## src/rtl/fetch_stage_pkg.sv

```systemverilog
// -----------------------------------------------------------------------------
// fetch_stage_pkg
// Shared definitions for the fetch front end:
//   - NOP instruction word presented when no real instruction is available
//   - fetch FSM state encoding
//   - 2-bit branch predictor counter encodings and saturating update helper
// -----------------------------------------------------------------------------
package fetch_stage_pkg;

   localparam logic [31:0] NOP = 32'h2000_0000;

   typedef enum logic [1:0] {
      ST_RUN        = 2'd0,
      ST_MISS_WAIT  = 2'd1,
      ST_MISS_FLUSH = 2'd2,
      ST_FILLED     = 2'd3
   } fetch_state_e;

   localparam logic [1:0] CTR_SNT = 2'b00;
   localparam logic [1:0] CTR_WNT = 2'b01;
   localparam logic [1:0] CTR_WT  = 2'b10;
   localparam logic [1:0] CTR_ST  = 2'b11;

   // Saturating move of a 2-bit counter toward the resolved direction.
   function automatic logic [1:0] ctr_step(input logic [1:0] ctr, input logic taken);
      logic [1:0] res;
      res = ctr;
      if (taken) begin
         if (ctr != CTR_ST) res = ctr + 2'd1;
      end else begin
         if (ctr != CTR_SNT) res = ctr - 2'd1;
      end
      return res;
   endfunction

endpackage

```

## src/rtl/fetch_btb.sv

```systemverilog
// -----------------------------------------------------------------------------
// fetch_btb
// Direct-mapped branch target buffer with 2-bit direction counters.
// Lookup is combinational on lk_pc_i; the update port writes on the clock, so
// an update to the entry being looked up becomes visible the following cycle.
// Ports:
//   clk, rst          clock, synchronous active-high reset (clears valid bits)
//   lk_pc_i           lookup PC
//   lk_taken_o        valid & tag match & counter predicts taken
//   lk_target_o       predicted target, zero when not predicted taken
//   upd_valid_i       resolved branch update strobe
//   upd_pc_i          PC of the resolved branch
//   upd_taken_i       resolved direction
//   upd_target_i      resolved target
// -----------------------------------------------------------------------------
module fetch_btb
   import fetch_stage_pkg::*;
#(
   parameter int BTB_ENTRIES = 16,
   parameter int VPC_BITS    = 32
) (
   input  logic                clk,
   input  logic                rst,
   input  logic [VPC_BITS-1:0] lk_pc_i,
   output logic                lk_taken_o,
   output logic [VPC_BITS-1:0] lk_target_o,
   input  logic                upd_valid_i,
   input  logic [VPC_BITS-1:0] upd_pc_i,
   input  logic                upd_taken_i,
   input  logic [VPC_BITS-1:0] upd_target_i
);

   localparam int IDX   = $clog2(BTB_ENTRIES);
   localparam int TAG_W = VPC_BITS - IDX - 2;

   logic                valid_vec  [BTB_ENTRIES];
   logic [TAG_W-1:0]    tag_vec    [BTB_ENTRIES];
   logic [1:0]          ctr_vec    [BTB_ENTRIES];
   logic [VPC_BITS-1:0] target_vec [BTB_ENTRIES];

   logic [IDX-1:0]   lk_idx;
   logic [TAG_W-1:0] lk_tag;
   logic             lk_hit;
   logic [IDX-1:0]   upd_idx;
   logic [TAG_W-1:0] upd_tag;
   logic             upd_hit;
   logic [1:0]       upd_ctr_next;
   logic             unused_pc_bits;

   // Instruction alignment bits never participate in indexing or tagging.
   assign unused_pc_bits = ^{lk_pc_i[1:0], upd_pc_i[1:0]};

   assign lk_idx  = lk_pc_i[IDX+1:2];
   assign lk_tag  = lk_pc_i[VPC_BITS-1:IDX+2];
   assign lk_hit  = valid_vec[lk_idx] && (tag_vec[lk_idx] == lk_tag);

   assign lk_taken_o  = lk_hit && ctr_vec[lk_idx][1];
   assign lk_target_o = lk_taken_o ? target_vec[lk_idx] : '0;

   assign upd_idx      = upd_pc_i[IDX+1:2];
   assign upd_tag      = upd_pc_i[VPC_BITS-1:IDX+2];
   assign upd_hit      = valid_vec[upd_idx] && (tag_vec[upd_idx] == upd_tag);
   // A taken branch that misses allocates weakly-taken; otherwise the counter
   // saturates toward the resolved direction.
   assign upd_ctr_next = (upd_taken_i && !upd_hit) ? CTR_WT
                                                   : ctr_step(ctr_vec[upd_idx], upd_taken_i);

   genvar gi;
   generate
      for (gi = 0; gi < BTB_ENTRIES; gi++) begin : g_entry
         logic                valid_q;
         logic [TAG_W-1:0]    tag_q;
         logic [1:0]          ctr_q;
         logic [VPC_BITS-1:0] target_q;
         logic                wr_sel;

         assign wr_sel = upd_valid_i && (upd_idx == IDX'(gi));

         always_ff @(posedge clk) begin
            if (rst) begin
               valid_q <= 1'b0;
            end else if (wr_sel && upd_taken_i) begin
               valid_q <= 1'b1;
            end
         end

         // Not-taken misses leave the entry untouched.
         always_ff @(posedge clk) begin
            if (wr_sel) begin
               if (upd_taken_i) begin
                  tag_q    <= upd_tag;
                  target_q <= upd_target_i;
                  ctr_q    <= upd_ctr_next;
               end else if (upd_hit) begin
                  ctr_q    <= upd_ctr_next;
               end
            end
         end

         assign valid_vec[gi]  = valid_q;
         assign tag_vec[gi]    = tag_q;
         assign ctr_vec[gi]    = ctr_q;
         assign target_vec[gi] = target_q;
      end
   endgenerate

endmodule

```

## src/rtl/fetch_stage.sv

```systemverilog
// -----------------------------------------------------------------------------
// fetch_stage
// Pipeline front end: owns the fetch PC, looks up the instruction cache,
// tracks a single outstanding miss, predicts the next PC through the BTB and
// applies EX-stage redirects.
// Ports:
//   clk, rst                       clock, synchronous active-high reset
//   stall_D, MEM_stall, Itlb_stall hold sources (MEM_stall also blocks redirects)
//   EX_taken, EX_target_pc         redirect request and target
//   bp_upd_*                       resolved-branch BTB update
//   ic_req, ic_addr                cache lookup strobe and address
//   ic_hit, ic_data                same-cycle hit and data
//   ic_resp_valid, ic_resp_data    miss fill pulse and data
//   F_pc, F_inst, F_valid          presented instruction bundle
//   F_BP_taken, F_BP_target_pc     prediction for F_pc (zero when !F_valid)
// -----------------------------------------------------------------------------
module fetch_stage
   import fetch_stage_pkg::*;
#(
   parameter int                    XLEN        = 32,
   parameter int                    VPC_BITS    = 32,
   parameter int                    BTB_ENTRIES = 16,
   parameter logic [VPC_BITS-1:0]   RESET_PC    = 32'h0000_1000
) (
   input  logic                clk,
   input  logic                rst,
   input  logic                stall_D,
   input  logic                MEM_stall,
   input  logic                Itlb_stall,
   input  logic                EX_taken,
   input  logic [VPC_BITS-1:0] EX_target_pc,
   input  logic                bp_upd_valid,
   input  logic [VPC_BITS-1:0] bp_upd_pc,
   input  logic                bp_upd_taken,
   input  logic [VPC_BITS-1:0] bp_upd_target,
   output logic                ic_req,
   output logic [VPC_BITS-1:0] ic_addr,
   input  logic                ic_hit,
   input  logic [XLEN-1:0]     ic_data,
   input  logic                ic_resp_valid,
   input  logic [XLEN-1:0]     ic_resp_data,
   output logic [VPC_BITS-1:0] F_pc,
   output logic [XLEN-1:0]     F_inst,
   output logic                F_valid,
   output logic                F_BP_taken,
   output logic [VPC_BITS-1:0] F_BP_target_pc
);

   fetch_state_e        state_q, state_d;
   logic [VPC_BITS-1:0] pc_q, pc_d;
   logic [XLEN-1:0]     inst_buf_q, inst_buf_d;

   logic                hold;
   logic                redirect;
   logic                advance;
   logic                pred_taken;
   logic [VPC_BITS-1:0] pred_target;

   assign hold     = stall_D | MEM_stall | Itlb_stall;
   assign redirect = EX_taken & ~MEM_stall;
   assign advance  = F_valid & ~hold & ~redirect;

   fetch_btb #(
      .BTB_ENTRIES (BTB_ENTRIES),
      .VPC_BITS    (VPC_BITS)
   ) u_btb (
      .clk          (clk),
      .rst          (rst),
      .lk_pc_i      (pc_q),
      .lk_taken_o   (pred_taken),
      .lk_target_o  (pred_target),
      .upd_valid_i  (bp_upd_valid),
      .upd_pc_i     (bp_upd_pc),
      .upd_taken_i  (bp_upd_taken),
      .upd_target_i (bp_upd_target)
   );

   // State register
   always_ff @(posedge clk) begin
      if (rst) begin
         state_q    <= ST_RUN;
         pc_q       <= RESET_PC;
         inst_buf_q <= XLEN'(NOP);
      end else begin
         state_q    <= state_d;
         pc_q       <= pc_d;
         inst_buf_q <= inst_buf_d;
      end
   end

   // Next-state logic
   always_comb begin
      state_d    = state_q;
      inst_buf_d = inst_buf_q;
      unique case (state_q)
         ST_RUN: begin
            if (ic_req && !ic_hit && !redirect) state_d = ST_MISS_WAIT;
         end
         ST_MISS_WAIT: begin
            // A redirect that coincides with the fill drops the fill and
            // restarts immediately; otherwise the late fill must be flushed.
            if (redirect) begin
               state_d = ic_resp_valid ? ST_RUN : ST_MISS_FLUSH;
            end else if (ic_resp_valid) begin
               state_d    = ST_FILLED;
               inst_buf_d = ic_resp_data;
            end
         end
         ST_MISS_FLUSH: begin
            if (ic_resp_valid) state_d = ST_RUN;
         end
         ST_FILLED: begin
            if (advance || redirect) state_d = ST_RUN;
         end
         default: state_d = ST_RUN;
      endcase

      if (redirect)                    pc_d = EX_target_pc;
      else if (advance && pred_taken)  pc_d = pred_target;
      else if (advance)                pc_d = pc_q + VPC_BITS'(4);
      else                             pc_d = pc_q;
   end

   // Output logic; reset forces the bundle to its reset-state values.
   always_comb begin
      ic_req  = 1'b0;
      F_valid = 1'b0;
      F_inst  = XLEN'(NOP);
      unique case (state_q)
         ST_RUN: begin
            ic_req = ~Itlb_stall;
            if (ic_req && ic_hit) begin
               F_valid = 1'b1;
               F_inst  = ic_data;
            end
         end
         ST_FILLED: begin
            F_valid = 1'b1;
            F_inst  = inst_buf_q;
         end
         default: ;
      endcase
      if (rst) begin
         ic_req  = 1'b0;
         F_valid = 1'b0;
         F_inst  = XLEN'(NOP);
      end
   end

   assign F_pc           = rst ? RESET_PC : pc_q;
   assign ic_addr        = F_pc;
   assign F_BP_taken     = F_valid & pred_taken;
   assign F_BP_target_pc = F_valid ? pred_target : '0;

endmodule
```

## config.mk

```make
export PLATFORM = sky130hd
export DESIGN_NAME = fetch_stage
export DESIGN_NICKNAME = d
export VERILOG_FILES = /design/src/rtl/fetch_stage_pkg.sv /design/src/rtl/fetch_btb.sv /design/src/rtl/fetch_stage.sv
export SDC_FILE = /design/constraint.sdc
export NUM_CORES = 2
export LEC_CHECK = 0
export ABC_AREA = 1
export CORE_MARGIN = 5
export CORE_UTILIZATION = 50
export DETAILED_ROUTE_END_ITERATION = 6
export PLACE_DENSITY = 0.69
export SYNTH_ARGS = -nofsm -noshare
export SYNTH_HDL_FRONTEND = slang
export SYNTH_HIERARCHICAL = 1
export SYNTH_SLANG_ARGS = --single-unit
```

## constraint.sdc

```tcl
create_clock -name clk -period 6.1 [get_ports clk]
set_input_delay 1.22 -clock clk [delete_from_list [all_inputs] [get_ports clk]]
set_output_delay 1.22 -clock clk [all_outputs]
set_load 0.01 [all_outputs]
```

==> results.cfg <==
[status]
outcome = finished, violations left
violations = DRC

[global_route]
grt_use_total_pct = 29.5
first_global_vias = 36927
grt_remaining_overflow = 0
grt_max_degree = 148
antenna_found_initial = 15
grt_first_pass_wirelength_mm = 232

[clock_network]
clk_pin_slew_ps = 60
cts_hold_buf = 0
cts_resized = 0
numCtsBuffers = 107
clk_latency_ps = 720
cts_tree = yes
clk_path_buf_depth = 3
cts_setup_buffers = 0
cts-root-buf = clkbuf_16
numClockSinks = 1042
htreeDepth = 3

[logic_synthesis]
synth_top_cell_by_area = edfxtp_1
synth_top_family_by_area = simple AND/OR/NAND/NOR gates
synth_mux_area_share_pct = 0
synth.distinct_cells = 40
synth-seq-cells = 1042
synth-compound-area-share_pct = 12.3
seq_area_frac_synth_pct = 62.1
synthAdderAreaFrac_pct = 0.128
yosys-top-cells-count = 1653 x nand2_1, 960 x edfxtp_1, 430 x a21oi_1
netlist_instances = 5126
syn_area_sq_um = 49000
avgSynthCellArea_sq_um = 9.57
yosys_warnings = 6
synth_area_leaders = edfxtp_1 59%, nand2_1 13%, a21oi_1 4.4%, dfxtp_1 3.3%, nor2_1 3.1%
netlist.area_leader.share_pct = 58.8
synth.most_common_cell = nand2_1
yosys.area_share.simple_pct = 19.3
synthesis.nets = 5301
synth-edff-count = 960
synth-xor-area-share_pct = 0.143
synthFlopType = edfxtp_1
async_reset_ff_share_pct = 0

[setup_path]
arrival_ps = 4730
path_max_fanout = 65
crit_path_start_kind = flip-flop
required_ps = 4880
crit_path_top_delay_cell = clkdlybuf4s50_1
crit_top_cell = nand3_1
crit_chain = inv_8 > buf_4 > nand3_1 > nand3_1 > nand3_1 > nand3_1 > nand3_1 > nor2_1 > nand2_1 > nor2_1 > nand3_2 > buf_4 > nor3_1 > inv_1 > nor2_1 > clkdlybuf4s50_1
end_kind = output pin
crit_path_start = pc_q[3]
cpPeakStageDelay_ps = 630
crit_type = reg2out
rr_startpoint = pc_q[2]

[worst_hold_path]
hold_start = inst_buf_q[5]
hp-class = reg2reg

[routing]
wl_per_cell_um = 23.8
drtIter0Drc = 4721
route.detailed.drc = 1
antenna_left = 0
wl_mm = 158
vias = 39648
vias_per_cell = 5.96
drt_pass1_iterations = 7

[placement]
dp_hpwl_mm = 92.4
dpl_cell_area_sq_um = 53300
dpl_worst_slack_ps = 791
gp_congestion = 0.949
port_buffers = 298

[pwr]
p_switching_mw = 3.91
switching_share_pct = 24.8
ir_drop_mv = 0.255
combPwrFrac_pct = 10.2
p_int_mw = 11.9
pwr-share-seq_pct = 50.5
powerDensity_nw_per_um2 = 278
p_leak_nw = 20.7
clock_power_share_pct = 39.2

[finish]
final_nets = 5458
fin_util_pct = 58.4
fillCellCount = 8128
layout-drive-gt1-share_pct = 6.22
area_growth_pct = 15.5
fin_area_sq_um = 56700

[timing]
fmax_mhz = 168
worstMarginPinSlew_ps = 1110
tns_ps = 0
timing.final.crit_share_pct = 97.5
hold_violations = 0
skew_ps = 39.3
finalMaxSlewViolations = 0
finalCriticalPeriod_ps = 5950
postLayoutSetupSlackWorst_ps = 154
slew_headroom_pct = 25.8
rsz0062_at_grt = no
hold-worst-slack_ps = 467
setup_viol = 0

[floorplan]
dieArea_sq_um = 104000
row_count = 114
core-area_sq_um = 97000
die_y_um = 323
die_x_um = 323
start_util_pct = 50.6
pin_count = 301

[run]
cap_violations = 0
path summary, 6_finish.rpt:
check | cells after the start | slack, ps | to
worst max-delay path | 16 | 150 | F_BP_target_pc[26]
worst min-delay path | 2 | 470 | inst_buf_q[5]
worst max register to register | 22 | 1580 | pc_q[5]
worst min register to register | 2 | 470 | inst_buf_q[5]
cell usage in the layout, fill, tap and decap left out, types with 43 or more instances in the layout:
cell type	n
inv_1	284
edfxtp_1	960
nand2_1	1652
clkdlybuf4s50_1	295
nand3_1	248
nor3_1	43
buf_4	80
clkbuf_16	107
a221oi_1	123
o21ai_0	265
nor2_1	380
dfxtp_1	78
o211ai_1	109
a21oi_1	430
per-layer routing:
layer / vias to the layer above / global-route usage [%] / share of wire [%]
met5: - / 0 / 0.028
met2: 2244 / 46.4 / 46
met3: 392 / 6.04 / 11
met4: 8 / 11.9 / 4.4
li1: 17991 / - / -
met1: 19013 / 40.5 / 39
kinds of logic after synthesis:
group / after synthesis
and+or+nand+nor: 2391
xor gates and xnor gates: 8
adders and majority gates: 5
buffers and inverters: 658
AOI/OAI and AO/OA: 1022
DFF: 1042
state kept, by name (all words and copies together) (netlist names):
name and flops:
state_q 2, inst_buf_q 32, pc_q 32, u_btb/g_entry.ctr_q 32, u_btb/g_entry.target_q 512, u_btb/g_entry.tag_q 416
u_btb/g_entry.valid_q 16
power by group through the flow:
stage                     Sequential (mW)  Combinational [mW]  Clock [mW]
final                                7.97                1.61        6.19
after global placement               8.11                1.55           0
after detailed placement             8.11                1.57           0
after floorplan                      8.09               0.945           0
after global routing                 7.97                1.74        6.57
after CTS                            7.96                1.58        6.26
per-stage QoR:
step,total power [mW],std cells
4_1_cts,15.8,6643
2_1_floorplan,9.04,5126
6_report,15.8,6650
3_3_place_gp,9.66,6450
3_5_place_dp,9.68,6450
5_1_grt,16.3,6646
critical path, delay by kind of cell, from the launching register on:
family        cells  cell delay [ps]
buf+inv           5             1750
simple gates     11             1840
flops             1              380
layout make-up:
class / instances / area (sq um) / share of cell area, %
Antenna cell: 7 / 17.5 / 0.0309
Clock buffer: 129 / 2770 / 4.89
Clock inverter: 64 / 505 / 0.892
Inverter: 292 / 1130 / 1.99
Multi-Input combinational cell: 3426 / 15800 / 27.9
Sequential cell: 1042 / 30500 / 53.8
Tap cell: 1276 / 1600 / 2.82
Timing Repair Buffer: 414 / 4320 / 7.62
No activity file was read; power rests on OpenSTA's default activity.
